## src/rtl/instr_sequencer_if.sv

```systemverilog
// Bus bundle between the instruction sequencer and the ROM/ALU/RAM/PC blocks.
// The sequencer uses the slave view; the environment driving ROM and run uses master.
interface instr_sequencer_if #(
  parameter int DATA_WIDTH  = 16,
  parameter int COUNT_WIDTH = 16
);
  logic                   run;
  logic [DATA_WIDTH-1:0]  rom_opcode;
  logic [DATA_WIDTH-1:0]  rom_operand;
  logic [DATA_WIDTH-1:0]  ir_opcode;
  logic [DATA_WIDTH-1:0]  ir_operand;
  logic                   pc_read_enable;
  logic                   pc_enable;
  logic                   alu_read_enable;
  logic                   ram_read_enable;
  logic [2:0]             state;
  logic                   halted;
  logic                   illegal;
  logic [COUNT_WIDTH-1:0] instr_count;

  modport master (
    output run, rom_opcode, rom_operand,
    input  ir_opcode, ir_operand, pc_read_enable, pc_enable, alu_read_enable,
           ram_read_enable, state, halted, illegal, instr_count
  );

  modport slave (
    input  run, rom_opcode, rom_operand,
    output ir_opcode, ir_operand, pc_read_enable, pc_enable, alu_read_enable,
           ram_read_enable, state, halted, illegal, instr_count
  );
endinterface

```

## src/rtl/instr_sequencer.sv

```systemverilog
// Fetch-decode-execute control: latches the ROM word, classifies it by the top
// opcode nibble and sequences the mutually exclusive bus read-enables and PC strobe.
module instr_sequencer #(
  parameter int DATA_WIDTH  = 16,
  parameter int RAM_LATENCY = 1,
  parameter int COUNT_WIDTH = 16
) (
  input  logic             clk,
  input  logic             reset,
  instr_sequencer_if.slave bus
);
  typedef enum logic [2:0] {
    FETCH  = 3'd0,
    DECODE = 3'd1,
    EXEC   = 3'd2,
    WAIT   = 3'd3,
    RETIRE = 3'd4,
    HALT   = 3'd5
  } state_e;

  localparam logic [3:0] CLS_ALU = 4'h1;
  localparam logic [3:0] CLS_ROM = 4'h3;
  localparam logic [3:0] CLS_RAM = 4'h4;
  localparam logic [3:0] CLS_PC  = 4'h7;
  // EXEC already supplies one RAM cycle and WAIT exits on zero, hence the -2.
  localparam logic [3:0] WAIT_LOAD = 4'((RAM_LATENCY > 1) ? RAM_LATENCY - 2 : 0);

  state_e                 state_q, state_d;
  logic [DATA_WIDTH-1:0]  ir_opcode_q, ir_opcode_d;
  logic [DATA_WIDTH-1:0]  ir_operand_q, ir_operand_d;
  logic [COUNT_WIDTH-1:0] instr_count_q, instr_count_d;
  logic [3:0]             wait_q, wait_d;
  logic                   halted_q, halted_d;
  logic                   illegal_q, illegal_d;
  logic [3:0]             cls;

  assign cls = ir_opcode_q[DATA_WIDTH-1 -: 4];

  always_comb begin
    state_d       = state_q;
    ir_opcode_d   = ir_opcode_q;
    ir_operand_d  = ir_operand_q;
    instr_count_d = instr_count_q;
    wait_d        = wait_q;
    halted_d      = halted_q;
    illegal_d     = illegal_q;
    case (state_q)
      FETCH: begin
        if (bus.run) begin
          ir_opcode_d  = bus.rom_opcode;
          ir_operand_d = bus.rom_operand;
          state_d      = DECODE;
        end
      end
      DECODE: begin
        if (cls == CLS_ALU || cls == CLS_ROM || cls == CLS_RAM || cls == CLS_PC) begin
          state_d = EXEC;
        end else begin
          state_d   = HALT;
          halted_d  = 1'b1;
          illegal_d = (ir_opcode_q != '0);
        end
      end
      EXEC: begin
        if (cls == CLS_RAM && RAM_LATENCY > 1) begin
          wait_d  = WAIT_LOAD;
          state_d = WAIT;
        end else begin
          // Count on entry to RETIRE so the retire cycle already shows the new total.
          instr_count_d = instr_count_q + COUNT_WIDTH'(1);
          state_d       = RETIRE;
        end
      end
      WAIT: begin
        if (wait_q == 4'd0) begin
          instr_count_d = instr_count_q + COUNT_WIDTH'(1);
          state_d       = RETIRE;
        end else begin
          wait_d = wait_q - 4'd1;
        end
      end
      RETIRE: state_d = FETCH;
      HALT:   state_d = HALT;
      default: begin
        state_d   = HALT;
        halted_d  = 1'b1;
        illegal_d = 1'b1;
      end
    endcase
  end

  always_ff @(posedge clk or posedge reset) begin
    if (reset) begin
      state_q       <= FETCH;
      ir_opcode_q   <= '0;
      ir_operand_q  <= '0;
      instr_count_q <= '0;
      wait_q        <= '0;
      halted_q      <= 1'b0;
      illegal_q     <= 1'b0;
    end else begin
      state_q       <= state_d;
      ir_opcode_q   <= ir_opcode_d;
      ir_operand_q  <= ir_operand_d;
      instr_count_q <= instr_count_d;
      wait_q        <= wait_d;
      halted_q      <= halted_d;
      illegal_q     <= illegal_d;
    end
  end

  // Each read-enable is tied to a distinct state (or EXEC class), so they never overlap.
  assign bus.pc_read_enable  = !reset && state_q == FETCH && bus.run;
  assign bus.alu_read_enable = !reset && state_q == EXEC && cls == CLS_ALU;
  assign bus.ram_read_enable = !reset && ((state_q == EXEC && cls == CLS_RAM) || state_q == WAIT);
  assign bus.pc_enable       = !reset && ((state_q == EXEC && cls == CLS_PC) ||
                                          (state_q == RETIRE && cls != CLS_PC));

  assign bus.ir_opcode   = ir_opcode_q;
  assign bus.ir_operand  = ir_operand_q;
  assign bus.state       = state_q;
  assign bus.halted      = halted_q;
  assign bus.illegal     = illegal_q;
  assign bus.instr_count = instr_count_q;
endmodule

```

## src/flat_wrapper.sv

```systemverilog
// flat-port wrapper written by rule: the top's interface ports become plain ports
module instr_sequencer_flat 
#(
  parameter int DATA_WIDTH  = 16,
  parameter int RAM_LATENCY = 1,
  parameter int COUNT_WIDTH = 16
)
  (clk, reset, bus_run, bus_rom_opcode, bus_rom_operand, bus_ir_opcode, bus_ir_operand, bus_pc_read_enable, bus_pc_enable, bus_alu_read_enable, bus_ram_read_enable, bus_state, bus_halted, bus_illegal, bus_instr_count);
  instr_sequencer_if #(.DATA_WIDTH(DATA_WIDTH), .COUNT_WIDTH(COUNT_WIDTH)) bus_i ();
  input  logic clk;
  input  logic reset;
  input wire logic [$bits(bus_i.run)-1:0] bus_run;
  input wire logic [$bits(bus_i.rom_opcode)-1:0] bus_rom_opcode;
  input wire logic [$bits(bus_i.rom_operand)-1:0] bus_rom_operand;
  output wire logic [$bits(bus_i.ir_opcode)-1:0] bus_ir_opcode;
  output wire logic [$bits(bus_i.ir_operand)-1:0] bus_ir_operand;
  output wire logic [$bits(bus_i.pc_read_enable)-1:0] bus_pc_read_enable;
  output wire logic [$bits(bus_i.pc_enable)-1:0] bus_pc_enable;
  output wire logic [$bits(bus_i.alu_read_enable)-1:0] bus_alu_read_enable;
  output wire logic [$bits(bus_i.ram_read_enable)-1:0] bus_ram_read_enable;
  output wire logic [$bits(bus_i.state)-1:0] bus_state;
  output wire logic [$bits(bus_i.halted)-1:0] bus_halted;
  output wire logic [$bits(bus_i.illegal)-1:0] bus_illegal;
  output wire logic [$bits(bus_i.instr_count)-1:0] bus_instr_count;
  assign bus_i.run = bus_run;
  assign bus_i.rom_opcode = bus_rom_opcode;
  assign bus_i.rom_operand = bus_rom_operand;
  assign bus_ir_opcode = bus_i.ir_opcode;
  assign bus_ir_operand = bus_i.ir_operand;
  assign bus_pc_read_enable = bus_i.pc_read_enable;
  assign bus_pc_enable = bus_i.pc_enable;
  assign bus_alu_read_enable = bus_i.alu_read_enable;
  assign bus_ram_read_enable = bus_i.ram_read_enable;
  assign bus_state = bus_i.state;
  assign bus_halted = bus_i.halted;
  assign bus_illegal = bus_i.illegal;
  assign bus_instr_count = bus_i.instr_count;
  instr_sequencer #(.DATA_WIDTH(DATA_WIDTH), .RAM_LATENCY(RAM_LATENCY), .COUNT_WIDTH(COUNT_WIDTH)) u_core (.clk(clk), .reset(reset), .bus(bus_i));
endmodule
```

## config.mk

```make
export PLATFORM = sky130hd
export DESIGN_NAME = instr_sequencer_flat
export DESIGN_NICKNAME = d
export VERILOG_FILES = /design/src/rtl/instr_sequencer_if.sv /design/src/rtl/instr_sequencer.sv /design/src/flat_wrapper.sv
export SDC_FILE = /design/constraint.sdc
export NUM_CORES = 1
export LEC_CHECK = 0
export CORE_ASPECT_RATIO = 1.1
export CORE_UTILIZATION = 44
export DETAILED_ROUTE_END_ITERATION = 16
export PLACE_DENSITY = 0.88
export RECOVER_POWER = 100
export SKIP_CTS_REPAIR_TIMING = 1
export SYNTH_ARGS = -nofsm -noshare
export SYNTH_HDL_FRONTEND = slang
export SYNTH_SLANG_ARGS = --single-unit
```

## constraint.sdc

```tcl
create_clock -name clk -period 5 [get_ports clk]
set_clock_uncertainty 0.15 [all_clocks]
set_input_delay 1.5 -clock clk [delete_from_list [all_inputs] [get_ports clk]]
set_output_delay 1.5 -clock clk [all_outputs]
set_load 0.02 [all_outputs]
```

==> run_results.csv, run 1 <==
group,metric,value,unit
cts,clock-sinks,57,
finish,syn2layout_area_growth,42.71,%
min_path,hp-class,"register to register",
synth,yosysUniqueCellTypes,34,
timing,relSlewSlack,-0.1168,
setup_path,slowest_delay,0.64,ns
min_path,hold_path_depth,2,
synth,synth_edf_count,0,
cts,worstSkewPairLatency,0.33,ns
detailed_routing,wl_met1,2109,µm
floorplan,core,0.005430,mm²
global_routing,grt_pass1_wl,8493,µm
finish,multi_input_area,957.2,µm²
detailed_routing,avgViaCountPerCell,5.080,
floorplan,die_h,81.00,µm
setup_path,startpoint,"bus_run",
cts,cts_root_buf,"clkbuf_8",
cts,cts_buffer_depth,2,
power,p_leak,1.777,nW
synth,yosys_warnings,0,
synth,synth-async-reset-ratio,1.000,
timing,slew_violations,33,
timing,finalCriticalPeriod,4.703,ns
cts,h-tree-depth,3,
place,io_buffers,91,
flow_run,cap_violations,1,
timing,rsz0062_at_grt,"no",
detailed_routing,final_antenna_net_count,0,
setup_path,crit_type,"input port to output pin",
timing,period_share,0.9407,
detailed_routing,drtIter0Drc,63,
setup_path,reg2regPathDepth,4,
place,hpwl,3832,µm
cts,cts_inserted_buffers,9,
detailed_routing,wire_per_inst,14.45,µm
finish,n_fill_cell,435,
synth,syn_area_per_cell,13.07,µm²
setup_path,path_max_fanout,2,
power,powerDensity,237.3,mW/mm²
finish,n_antenna_cell,0,
timing,setup_viol,0,
timing,hold_viol_final,0,
finish,drive_gt1_frac,0.1592,
detailed_routing,wl_met3,356,µm
outcome,violations,"capacitance limit, slew limit",
place,routabilityCongestion,0.7454,
synth,synthesis.area,0.002496,mm²
detailed_routing,top_layer,"met4",
finish,most-common-layout-cells,"dlygate4sd3_1, dfrtp_1, mux2_2, clkdlybuf4s50_1, xnor2_1",
global_routing,grt_overflow,0,
timing,fmax,212.6,MHz
synth,synthCells,191,
global_routing,grt.total_usage,0.1928,
global_routing,grt_max_degree,58,
floorplan,die_w,73.82,µm
floorplan,initial_core_util,0.4597,
detailed_routing,finalWirelength,5260,µm
power,ir_drop,0.1761,mV
setup_path,start_kind,"input port",
floorplan,rows,28,
outcome,status,"complete, but fails checks",
setup_path,cp_common_cell,"dlygate4sd3_1",
synth,synth-seq-cells,57,
timing,fin_ws,0.2967,ns
finish,regArea,0.001426,mm²
cts,cts_tree,"built",
detailed_routing,wl_met2,2729,µm
setup_path,crit_chain,"dlygate4sd3_1 > and3_1 > and2_1 > dlygate4sd3_1",
floorplan,dieArea,0.005979,mm²
place,dp_slack,0.4114,ns
min_path,worstHoldStart,"u_core.bus.halted",
setup_path,r2r_start,"u_core.bus.state[0]",
floorplan,io_pins,92,
detailed_routing,vias,1849,
detailed_routing,drc,0,
detailed_routing,firstDrtPassIters,4,
cts,path_clk_slew,0.06,ns
timing,worstMarginPinSlew,1.675,ns
global_routing,first_global_vias,1851,
setup_path,cp.arrival,3.05,ns
synth,ys_seq_area_frac,0.5714,
timing,setup_tns,0,ns
synth,synth_ff_type,"dfrtp_1",
synth,syn-num-nets,228,
finish,layout.nets,324,
global_routing,antenna_found_initial,0,
setup_path,worstPathRequired,3.35,ns
setup_path,end_kind,"output pin",
setup_path,cpMaxStageDelayCell,"dlygate4sd3_1",
finish,final_common_cell,"dlygate4sd3_1",
-- cell families after synthesis --
kind of cell / synth area share
DFF: 0.5714
and+or+nand+nor: 0.1273
muxes: 0.1489
xor gates and xnor gates: 0.06316
AOI/OAI and AO/OA: 0.04512
buffers and inverters: 0.03408
adders and majority gates: 0.01002
-- cell usage after synthesis, drive strengths merged (4+ instances only) --
cell type | count | area [µm²]
a21oi | 6 | 41.29
inv | 4 | 15.01
nand4 | 10 | 62.56
nor3 | 7 | 35.03
nand3 | 4 | 20.02
xnor2 | 16 | 140.1
dfrtp | 57 | 1426
nand2 | 8 | 30.03
and3 | 4 | 26.28
nor2 | 6 | 22.52
mux2 | 33 | 371.6
buf | 7 | 66.31
-- worst max-delay path: cells and delay by family --
family                 cells  cell delay (ns)
buffers and inverters      2             1.20
and+or+nand+nor            2             0.35
-- layer usage --
metal | track usage | up-vias
met3 | 0.07444 | 8
met5 | 0 | -
met4 | 0.08269 | 0
met1 | 0.2184 | 918
met2 | 0.3229 | 56
li1 | - | 867
-- registers in the layout (all words and copies together) (netlist names) --
register                count
u_core.wait_q               4
u_core.bus.ir_opcode       16
u_core.bus.halted           1
u_core.bus.state            3
u_core.bus.instr_count     16
u_core.bus.illegal          1
u_core.bus.ir_operand      16
-- area by class of cell --
cell class                 count  area share
clock buffer                  12     0.04074
clock inverter                 1    0.001405
inverter                       4    0.004215
multi-input combinational    122      0.2687
sequential                    57      0.4004
tap                           75     0.02634
timing repair buffer          93      0.2582
-- path summary, 6_finish.rpt --
path / end / slack (ns)
setup / recovery: bus_pc_read_enable / 0.30
hold / removal: u_core.bus.halted / 0.31
setup reg to reg: u_core.bus.ir_operand[12] / 2.14
hold reg to reg: u_core.bus.halted / 0.31
max in group asynchronous: u_core.wait_q[3] / 1.87
min in group asynchronous: u_core.bus.state[0] / 2.00
-- report_power, final --
part / internal [mW] / total, mW / switching, mW / leakage [nW]
clock: 0.184 / 0.348 / 0.164 / 0.0782
sequential: 0.462 / 0.462 / 0 / 0.781
combinational: 0.0230 / 0.0353 / 0.0123 / 0.918
total: 0.669 / 0.845 / 0.176 / 1.78
-- metrics by stage --
step	cell area [µm²]	instances	utilization	hold slack, ns	power (mW)
floorplan	2496	191	-	0.3166	0.4768
global placement	3446	351	0.6346	0.3067	0.5058
detailed placement	3446	351	0.6346	0.3032	0.5065
CTS	3596	364	0.6622	0.3188	0.8561
global route	3562	364	0.6560	0.3587	0.8783
finish	3562	364	0.6560	0.3108	0.8453
(Power assumes the default switching activity.)
==> run 2: changes to the inputs <==
--- a/config.mk
+++ b/config.mk
@@ -10,6 +10,7 @@
 export DETAILED_ROUTE_END_ITERATION = 16
 export PLACE_DENSITY = 0.88
 export RECOVER_POWER = 100
+export SETUP_SLACK_MARGIN = 0.2
 export SKIP_CTS_REPAIR_TIMING = 1
 export SYNTH_ARGS = -nofsm -noshare
 export SYNTH_HDL_FRONTEND = slang
==> results of run 2 <==
The final DEF is identical to that of run 1; final timing and power are the same.
